File: src/rtl/wm_but_pkg.sv
// Shared types and timing defaults for the front-panel button conditioner.
// Defaults match the FSIM tick settings kept in wm_fsim_def.v.
package wm_but_pkg;

  typedef enum logic [2:0] {
    ST_IDLE  = 3'd0,
    ST_DEB_P = 3'd1,
    ST_HELD  = 3'd2,
    ST_RPT   = 3'd3,
    ST_DEB_R = 3'd4
  } but_state_e;

  localparam int unsigned DEF_DEB_MS  = 20;
  localparam int unsigned DEF_LONG_MS = 1000;
  localparam int unsigned DEF_RPT_MS  = 200;

  // One counter width covers every threshold so both counters can share it.
  function automatic int unsigned but_cnt_w(input int unsigned deb_ms,
                                            input int unsigned long_ms,
                                            input int unsigned rpt_ms);
    int unsigned max_ms;
    max_ms = deb_ms;
    if (long_ms > max_ms) max_ms = long_ms;
    if (rpt_ms > max_ms) max_ms = rpt_ms;
    return $clog2(max_ms + 1);
  endfunction

endpackage

File: src/rtl/wm_but_chan.sv
// One button channel: 2-flop synchroniser, press/release debounce, long-press and
// auto-repeat timing. Repeat pulses are built only with WM_BUT_AUTO_RPT_EN defined.
module wm_but_chan
  import wm_but_pkg::*;
#(
  parameter int unsigned DEB_MS       = DEF_DEB_MS,
  parameter int unsigned LONG_MS      = DEF_LONG_MS,
  parameter int unsigned RPT_MS       = DEF_RPT_MS,
  parameter bit          BUT_ACT_HIGH = 1'b1
) (
  input  logic clk,
  input  logic reset,
  input  logic tick_i,
  input  logic raw_i,
  output logic en_o,
  output logic long_o,
  output logic held_o
);

  localparam int unsigned CW = but_cnt_w(DEB_MS, LONG_MS, RPT_MS);
  localparam logic [CW-1:0] CNT_MAX = '1;
  localparam logic [CW-1:0] DEB_C   = CW'(DEB_MS);
  localparam logic [CW-1:0] LONG_C  = CW'(LONG_MS);
`ifdef WM_BUT_AUTO_RPT_EN
  localparam logic [CW-1:0] RPT_C   = CW'(RPT_MS);
`endif
  localparam logic RELEASED_LVL = ~BUT_ACT_HIGH;

  logic          sync1_q, sync2_q;
  logic          pressed;
  but_state_e    state_q, state_d;
  logic          ret_rpt_q, ret_rpt_d;
  logic [CW-1:0] deb_cnt_q, deb_cnt_d;
  logic [CW-1:0] hold_cnt_q, hold_cnt_d;
  logic          en_q, en_d;
  logic          long_q, long_d;
  logic          held_q, held_d;

  function automatic logic [CW-1:0] sat_inc(input logic [CW-1:0] v);
    return (v == CNT_MAX) ? v : v + 1'b1;
  endfunction

  // Synchroniser resets to the released level so a held button is not seen as
  // pressed until it has crossed both flops again after reset.
  always_ff @(posedge clk) begin
    if (reset) begin
      sync1_q <= RELEASED_LVL;
      sync2_q <= RELEASED_LVL;
    end else begin
      sync1_q <= raw_i;
      sync2_q <= sync1_q;
    end
  end

  assign pressed = BUT_ACT_HIGH ? sync2_q : ~sync2_q;

  // NOTE: every variable gets its hold value first so no path can infer a latch.
  always_comb begin
    state_d    = state_q;
    ret_rpt_d  = ret_rpt_q;
    deb_cnt_d  = deb_cnt_q;
    hold_cnt_d = hold_cnt_q;
    en_d       = 1'b0;
    long_d     = 1'b0;
    held_d     = held_q;
    case (state_q)
      ST_IDLE: begin
        if (pressed) begin
          state_d   = ST_DEB_P;
          deb_cnt_d = '0;
        end
      end
      ST_DEB_P: begin
        if (!pressed) begin
          state_d = ST_IDLE;
        end else if (tick_i) begin
          deb_cnt_d = sat_inc(deb_cnt_q);
          if (deb_cnt_d == DEB_C) begin
            state_d    = ST_HELD;
            en_d       = 1'b1;
            held_d     = 1'b1;
            hold_cnt_d = '0;
          end
        end
      end
      ST_HELD: begin
        if (!pressed) begin
          state_d   = ST_DEB_R;
          ret_rpt_d = 1'b0;
          deb_cnt_d = '0;
        end else if (tick_i) begin
          hold_cnt_d = sat_inc(hold_cnt_q);
          if (hold_cnt_d == LONG_C) begin
            state_d    = ST_RPT;
            long_d     = 1'b1;
            hold_cnt_d = '0;
          end
        end
      end
      ST_RPT: begin
        if (!pressed) begin
          state_d   = ST_DEB_R;
          ret_rpt_d = 1'b1;
          deb_cnt_d = '0;
        end
`ifdef WM_BUT_AUTO_RPT_EN
        else if (tick_i) begin
          hold_cnt_d = sat_inc(hold_cnt_q);
          if (hold_cnt_d == RPT_C) begin
            en_d       = 1'b1;
            hold_cnt_d = '0;
          end
        end
`endif
      end
      ST_DEB_R: begin
        // A bounce back to pressed resumes the hold timing where it paused.
        if (pressed) begin
          state_d = ret_rpt_q ? ST_RPT : ST_HELD;
        end else if (tick_i) begin
          deb_cnt_d = sat_inc(deb_cnt_q);
          if (deb_cnt_d == DEB_C) begin
            state_d    = ST_IDLE;
            held_d     = 1'b0;
            hold_cnt_d = '0;
          end
        end
      end
      default: state_d = ST_IDLE;
    endcase
  end

  // NOTE: sequential state uses non-blocking assignments so all flops update together.
  always_ff @(posedge clk) begin
    if (reset) begin
      state_q    <= ST_IDLE;
      ret_rpt_q  <= 1'b0;
      deb_cnt_q  <= '0;
      hold_cnt_q <= '0;
      en_q       <= 1'b0;
      long_q     <= 1'b0;
      held_q     <= 1'b0;
    end else begin
      state_q    <= state_d;
      ret_rpt_q  <= ret_rpt_d;
      deb_cnt_q  <= deb_cnt_d;
      hold_cnt_q <= hold_cnt_d;
      en_q       <= en_d;
      long_q     <= long_d;
      held_q     <= held_d;
    end
  end

  assign en_o   = en_q;
  assign long_o = long_q;
  assign held_o = held_q;

endmodule

File: src/rtl/wm_but_array.sv
// Multi-channel button conditioner: N_BUT independent channels plus the buzzer
// any-press pulse. Auto-repeat is enabled by defining WM_BUT_AUTO_RPT_EN.
module wm_but_array
  import wm_but_pkg::*;
#(
  parameter int unsigned N_BUT        = 4,
  parameter int unsigned DEB_MS       = DEF_DEB_MS,
  parameter int unsigned LONG_MS      = DEF_LONG_MS,
  parameter int unsigned RPT_MS       = DEF_RPT_MS,
  parameter bit          BUT_ACT_HIGH = 1'b1
) (
  input  logic             clk,
  input  logic             reset,
  input  logic             clkCnt_1msEnd,
  input  logic [N_BUT-1:0] but_in,
  output logic [N_BUT-1:0] but_en,
  output logic [N_BUT-1:0] but_long,
  output logic [N_BUT-1:0] but_held,
  output logic             but_any
);

  for (genvar g = 0; g < N_BUT; g++) begin : g_chan
    wm_but_chan #(
      .DEB_MS      (DEB_MS),
      .LONG_MS     (LONG_MS),
      .RPT_MS      (RPT_MS),
      .BUT_ACT_HIGH(BUT_ACT_HIGH)
    ) u_chan (
      .clk   (clk),
      .reset (reset),
      .tick_i(clkCnt_1msEnd),
      .raw_i (but_in[g]),
      .en_o  (but_en[g]),
      .long_o(but_long[g]),
      .held_o(but_held[g])
    );
  end

  // Pulses are already registered per channel, so the OR stays one cycle wide.
  assign but_any = |but_en;

endmodule

File: config.mk
export PLATFORM = sky130hd
export DESIGN_NAME = wm_but_array
export DESIGN_NICKNAME = d
export VERILOG_FILES = /design/src/rtl/wm_but_pkg.sv /design/src/rtl/wm_but_chan.sv /design/src/rtl/wm_but_array.sv
export SDC_FILE = /design/constraint.sdc
export NUM_CORES = 1
export LEC_CHECK = 0
export BUFFER_PORTS_ARGS = -buffer_cell sky130_fd_sc_hd__buf_2
export CORE_AREA = 8 8 113 141
export DETAILED_ROUTE_END_ITERATION = 8
export DIE_AREA = 0 0 121 149
export PLACE_DENSITY_LB_ADDON = 0.25
export SLEW_MARGIN = 20
export SYNTH_ARGS = -nofsm -noshare
export SYNTH_HDL_FRONTEND = slang
export SYNTH_SLANG_ARGS = --single-unit
File: constraint.sdc
create_clock -name clk -period 4.2 [get_ports clk]
set_clock_uncertainty 0.2 [all_clocks]
set_input_delay 0.84 -clock clk [delete_from_list [all_inputs] [get_ports clk]]
set_output_delay 0.84 -clock clk [all_outputs]
set_load 0.05 [all_outputs]
==> results.sh, run 1 <==
export IMPL_netlist_area_mm2=0.00734
export IMPL_synth_compound_area_frac=0.271
export IMPL_min_period_ns=3.52
export IMPL_grt_usage=0.195
export IMPL_syn_nets=1005
export IMPL_worst_pin_slew_ns=0.808
export IMPL_syn_to_final_growth_pct=7.88
export IMPL_cts_root_buf="clkbuf_16"
export IMPL_r2r_cells=9
export IMPL_dr_pass1_iters=5
export IMPL_grt_pass1_wl_um=29600
export IMPL_drt_total_wl_um=17600
export IMPL_place_ws_ns=0.721
export IMPL_synth_top_cells_by_count="116 x dfxtp_1, 111 x nand2_1, 102 x nor2_1"
export IMPL_r2r_start="g_chan[0].u_chan.deb_cnt_q[0]"
export IMPL_drc=0
export IMPL_h_tree_depth=4
export IMPL_coreArea_mm2=0.0136
export IMPL_max_vdd_ir_drop_mv=0.280
export IMPL_fin_ws_ns=0.678
export IMPL_period_share=0.839
export IMPL_grt_ovfl_total=0
export IMPL_maxCapViolCount=0
export IMPL_io_pins=20
export IMPL_worstPathArrival_ns=3.63
export IMPL_vias=7225
export IMPL_hold_violations=0
export IMPL_avgViaCountPerCell=6.32
export IMPL_cp_depth=9
export IMPL_antenna_found_initial=0
export IMPL_start_util=0.538
export IMPL_maxSlewHeadroom=0.459
export IMPL_place_hpwl_um=12000
export IMPL_die_x_um=121
export IMPL_die_height_um=149
export IMPL_ys_seq_area_frac=0.317
export IMPL_synth_most_common_cell="dfxtp_1"
export IMPL_clock_path_buffers=2
export IMPL_tns_ns=0
export IMPL_wl_per_cell_um=15.4
export IMPL_worstSetupEndpointType="register"
export IMPL_setup_worst_path_end="g_chan[0].u_chan.hold_cnt_q[1]"
export IMPL_clock_sinks=116
export IMPL_place_inst=1114
export IMPL_crit_buf_inv=0
export IMPL_io_buffers=19
export IMPL_min_path_type="reg -> reg"
export IMPL_crit_path_max_incr_delay_ns=0.55
export IMPL_rows=48
export IMPL_p_leak_nw=2.55
export IMPL_criticalPathCategory="reg -> reg"
export IMPL_synth_xor_area_frac=0.0107
export IMPL_crit_chain="ha_1 > nand4_2 > or4b_1 > a222oi_1 > and4_4 > o21ai_2 > a21oi_4 > a211oi_1 > a41o_1"
export IMPL_synth_cells=990
export IMPL_synth_flop_cell="dfxtp_1"
export IMPL_postCtsSetupBuffers=0
export IMPL_drv_slew=0
export IMPL_cts_tree="built"
export IMPL_place_area_mm2=0.00735
export IMPL_yosysTopAreaCellShare=0.317
export IMPL_diodes=0
export IMPL_fin_util=0.580
export IMPL_synth_top_family_by_area="simple AND/OR/NAND/NOR gates"
export IMPL_syn_avg_cell_area_um2=7.41
export IMPL_gp_congestion=0.922
export IMPL_holdBufCountCts=0
export IMPL_drive_gt1_frac=0.0795
export IMPL_ctsResizeCount=0
export IMPL_reg2reg_slack_ns=0.68
export IMPL_clk_latency_ns=0.41
export IMPL_finalNonFillerCells=1144
export IMPL_synthMuxAreaShare=0.0152
export IMPL_numCtsBuffers=17
export IMPL_postLayoutCellArea_mm2=0.00791
export IMPL_rsz0062_at_grt="no"
export IMPL_synthTopCellsByArea="dfxtp_1 32%, a21oi_1 5.8%, nand2_1 5.7%"
export IMPL_setup_viol=0
export IMPL_async_flop_share=0
export IMPL_crit_path_max_fanout=18
export IMPL_power_density_mw_per_mm2=327
export IMPL_ys_types=84
export IMPL_synth_edf_count=0
export IMPL_critPathSlowestCell="or4b_1"
export IMPL_crit_path_start="g_chan[0].u_chan.deb_cnt_q[0]"
export IMPL_synth_area_leader_cell="dfxtp_1"
export IMPL_synthAdderAreaFrac=0.0136
export IMPL_grt_pass1_vias=6510
export IMPL_clkSlewWorstSetupHoldPaths_ns=0.05
export IMPL_cp_required_ns=4.31
export IMPL_ys_ff_latch=116
export IMPL_nets=973
export IMPL_antenna_left=0
export IMPL_hold_ws_ns=0.232
export IMPL_grt_max_degree=54
export IMPL_die_area_mm2=0.0180
export IMPL_yosysWarnings=0
export IMPL_synth_simple_area_share=0.310
export IMPL_startpoint_type="register"
export IMPL_r2r_end="g_chan[0].u_chan.hold_cnt_q[1]"
export IMPL_clock_fmax_mhz=284
export IMPL_power_mw=2.59
export IMPL_drt_initial_drc_count=598
export IMPL_crit_family="compound AO/OA/AOI/OAI gates"
export IMPL_status="finished clean"
## cells in the final DEF (no fill, tap or decap), drive strengths merged, types with 11 or more instances in the layout
cell      n
and4     14
nand3    45
a21oi    87
a211oi   27
inv      27
and3     18
dfxtp   116
and2     14
o21ai    48
nand2   111
nor2    102
clkbuf   25
nand2b   11
nor3     37
nor4     11
buf      27
nand4    23
a31oi    26
nor2b    16
## state kept, by name, summed over array words and instances, names as in the netlist
| name | flops |
|---|---|
| g_chan.u_chan.sync1_q | 4 |
| g_chan.u_chan.hold_cnt_q | 40 |
| g_chan.u_chan.deb_cnt_q | 40 |
| g_chan.u_chan.pressed | 4 |
| g_chan.u_chan.held_o | 4 |
| g_chan.u_chan.ret_rpt_q | 4 |
| g_chan.u_chan.long_o | 4 |
| g_chan.u_chan.en_o | 4 |
| g_chan.u_chan.state_q | 12 |
## cells by family (layout without fill, tap and decap cells)
group / count (synthesis) / in the layout
mux: 11 / 11
simple gates: 446 / 446
xor+xnor: 9 / 9
flops: 116 / 116
fa+ha+maj: 8 / 8
buf+inv: 105 / 84
compound gates: 295 / 295
## worst min-delay path by stage
stage / startpoint / endpoint / cells after the start / slack (ns)
finish: g_chan[0].u_chan.sync1_q / g_chan[0].u_chan.pressed / 1 / 0.23
global placement: g_chan[1].u_chan.sync1_q / g_chan[1].u_chan.pressed / 1 / 0.22
global route: g_chan[1].u_chan.sync1_q / g_chan[1].u_chan.pressed / 1 / 0.26
detailed placement: g_chan[1].u_chan.sync1_q / g_chan[1].u_chan.pressed / 1 / 0.22
floorplan: g_chan[0].u_chan.sync1_q / g_chan[0].u_chan.pressed / 1 / 0.21
CTS: g_chan[0].u_chan.sync1_q / g_chan[0].u_chan.pressed / 1 / 0.24
## where the power goes
part | internal [mW] | leakage (nW) | switching, mW
Combinational | 0.0238 | 1.33 | 0.0564
Clock | 0.909 | 0.277 | 0.479
Sequential | 1.11 | 0.936 | 0.0109
## layer usage
metal / share of wire / global-route usage / vias up
met1: 0.45 / 0.231 / 3388
met2: 0.49 / 0.340 / 184
li1: - / - / 3621
met3: 0.041 / 0.0356 / 32
met5: 0 / 0 / -
met4: 0.015 / 0.0776 / 0
## worst reg2reg max path: cells and delay by family, from the launching register on
| family | cells | cell delay, ns |
|---|---|---|
| AO/OA/AOI/OAI | 5 | 1.23 |
| adder cells (fa/ha/maj) | 1 | 0.41 |
| AND/OR/NAND/NOR | 3 | 1.07 |
| flip-flops | 1 | 0.51 |
## layout make-up
cell class	instances	area, µm²
clock buffer	25	485
inverter	27	101
fill	1239	5720
sequential	116	2320
clock inverter	5	75.1
multi-input combinational	769	4550
timing repair buffer	27	158
tap	175	219
No activity file was read; power rests on OpenSTA's default activity.
==> inputs of run 2 (changes only) <==
- ABC_AREA: default -> 1
- CORE_AREA: 8 8 113 141 -> 8 8 116 145
- DIE_AREA: 0 0 121 149 -> 0 0 124 153
- clock period: 4.2 -> 3.6 ns (I/O delays scaled with it)
==> results.sh, run 2 <==
export IMPL_hold_ws_ns=0.203
export IMPL_swShare=0.368
export IMPL_syn_avg_cell_area_um2=5.91
export IMPL_drc=0
export IMPL_place_hpwl_um=12800
export IMPL_p_comb_frac=0.315
export IMPL_clock_fmax_mhz=350
export IMPL_async_flop_share=0
export IMPL_drive_gt1_frac=0.0708
export IMPL_ctsResizeCount=0
export IMPL_max_vdd_ir_drop_mv=0.388
export IMPL_grt_usage=0.195
export IMPL_synth_most_common_cell="nand2_1"
export IMPL_ys_types=47
export IMPL_pwr_share_clk=0.345
export IMPL_switchingPower_mw=1.72
export IMPL_grt_pass1_wl_um=31000
export IMPL_holdBufCountCts=0
export IMPL_io_pins=20
export IMPL_die_height_um=153
export IMPL_maxSlewHeadroom=0.453
export IMPL_p_leak_nw=3.99
export IMPL_place_area_mm2=0.00799
export IMPL_dr_pass1_iters=7
export IMPL_setup_viol=0
export IMPL_coreArea_mm2=0.0146
export IMPL_wl_per_cell_um=11.7
export IMPL_die_x_um=124
export IMPL_antenna_found_initial=1
export IMPL_worstPathArrival_ns=3.01
export IMPL_yosysTopAreaCellShare=0.296
export IMPL_fin_ws_ns=0.740
export IMPL_syn_nets=1341
export IMPL_ys_seq_area_frac=0.296
export IMPL_synth_area_leader_cell="dfxtp_1"
export IMPL_grt_max_degree=52
export IMPL_hold_violations=0
export IMPL_place_ws_ns=0.774
export IMPL_startpoint_type="register"
export IMPL_io_buffers=19
export IMPL_grt_ovfl_total=0
export IMPL_cp_required_ns=3.75
export IMPL_die_area_mm2=0.0190
export IMPL_maxCapViolCount=0
export IMPL_vias=7776
export IMPL_diodes=0
export IMPL_synth_edf_count=0
export IMPL_postLayoutCellArea_mm2=0.00854
export IMPL_cts_root_buf="clkbuf_16"
export IMPL_synthTopCellsByArea="dfxtp_1 30%, nand2_1 19%, nor2_1 9.2%"
export IMPL_start_util=0.536
export IMPL_grt_pass1_vias=7115
export IMPL_layout_commonest_cell="nand2_1"
export IMPL_postCtsSetupBuffers=0
export IMPL_h_tree_depth=4
export IMPL_worst_pin_slew_ns=0.816
export IMPL_antenna_left=0
export IMPL_clock_path_buffers=2
export IMPL_yosysWarnings=0
export IMPL_nets=1347
export IMPL_drv_slew=0
export IMPL_rows=50
export IMPL_period_share=0.794
export IMPL_final_cell_mix="405 x nand2_1, 192 x nor2_1, 180 x inv_1"
export IMPL_clkSlewWorstSetupHoldPaths_ns=0.05
export IMPL_power_density_mw_per_mm2=546
export IMPL_min_period_ns=2.86
export IMPL_p_int_mw=2.95
export IMPL_synth_top_cells_by_count="405 x nand2_1, 192 x nor2_1, 180 x inv_1"
export IMPL_synth_cells=1326
export IMPL_gp_congestion=0.876
export IMPL_crit_path_max_fanout=13
export IMPL_worstSetupEndpointType="register"
export IMPL_reg_top3="g_chan.u_chan.deb_cnt_q (40), g_chan.u_chan.hold_cnt_q (40), g_chan.u_chan.state_q (12)"
export IMPL_synth_flop_cell="dfxtp_1"
export IMPL_ys_ff_latch=116
export IMPL_rsz0062_at_grt="no"
export IMPL_numCtsBuffers=17
export IMPL_tns_ns=0
export IMPL_criticalPathCategory="reg -> reg"
export IMPL_power_frac_seq=0.339
export IMPL_clock_sinks=116
export IMPL_cts_tree="built"
export IMPL_min_path_type="reg -> reg"
export IMPL_drt_initial_drc_count=504
export IMPL_status="finished clean"
export IMPL_syn_to_final_growth_pct=8.94
export IMPL_drt_total_wl_um=17900
export IMPL_clk_latency_ns=0.42
export IMPL_netlist_area_mm2=0.00784
export IMPL_avgViaCountPerCell=5.11
==> run 2: logic make-up (layout without fill, tap and decap cells) <==
kind of cell | count (synthesis) | count (layout) | synth area share
adder cells (fa/ha/maj) | 8 | 8 | 0.0128
AND/OR/NAND/NOR | 801 | 801 | 0.445
buffers and inverters | 227 | 242 | 0.119
flip-flops | 116 | 116 | 0.296
AO/OA/AOI/OAI | 154 | 154 | 0.105
XOR/XNOR | 20 | 20 | 0.0223
==> run 2: through the flow <==
stage	utilization	total power [mW]	cells
after global routing	0.583	5.02	1523
final	0.583	4.66	1523
after detailed placement	0.546	3.06	1495
after global placement	0.546	3.06	1495
after CTS	0.583	4.69	1523
after floorplan	-	2.76	1326
==> run 2: path summary, 6_finish.rpt <==
kind                            startpoint                              to  slack [ns]  cells after the start
min               g_chan[2].u_chan.sync1_q        g_chan[2].u_chan.pressed        0.20                      2
max reg2reg  g_chan[3].u_chan.deb_cnt_q[0]  g_chan[3].u_chan.hold_cnt_q[5]        0.74                     12
max          g_chan[3].u_chan.deb_cnt_q[0]  g_chan[3].u_chan.hold_cnt_q[5]        0.74                     12
min reg2reg       g_chan[2].u_chan.sync1_q        g_chan[2].u_chan.pressed        0.20                      2
==> run 2: cell type report <==
| class | instances | area [µm²] |
|---|---|---|
| Clock buffer | 22 | 474 |
| Clock inverter | 6 | 80.1 |
| Fill cell | 1488 | 6100 |
| Inverter | 188 | 706 |
| Multi-Input combinational cell | 983 | 4580 |
| Sequential cell | 116 | 2320 |
| Tap cell | 182 | 228 |
| Timing Repair Buffer | 26 | 148 |
==> run 2: critical path, cell delays in order (launching register included) <==
cell and delay, ns:
dfxtp_1 0.44, ha_1 0.25, nand2_1 0.08, nor2_2 0.21, nand3b_2 0.27, nand2_1 0.19
nor3b_1 0.26, nand3_1 0.12, nand2_1 0.29, nand2_2 0.23, nand2_1 0.11, inv_1 0.04
nor2_1 0.10
==> run 2: power groups by stage <==
stage / sequential [mW] / clock (mW) / combinational [mW]
floorplan: 1.57 / 0 / 1.19
global placement: 1.60 / 0 / 1.46
detailed placement: 1.60 / 0 / 1.46
CTS: 1.58 / 1.64 / 1.47
global route: 1.60 / 1.70 / 1.72
finish: 1.58 / 1.61 / 1.47
==> run 2: routing by layer <==
layer	wire [µm]	GRT usage
met1	8140	0.233
met2	8640	0.331
met3	820	0.0457
met4	242	0.0699
met5	0	0
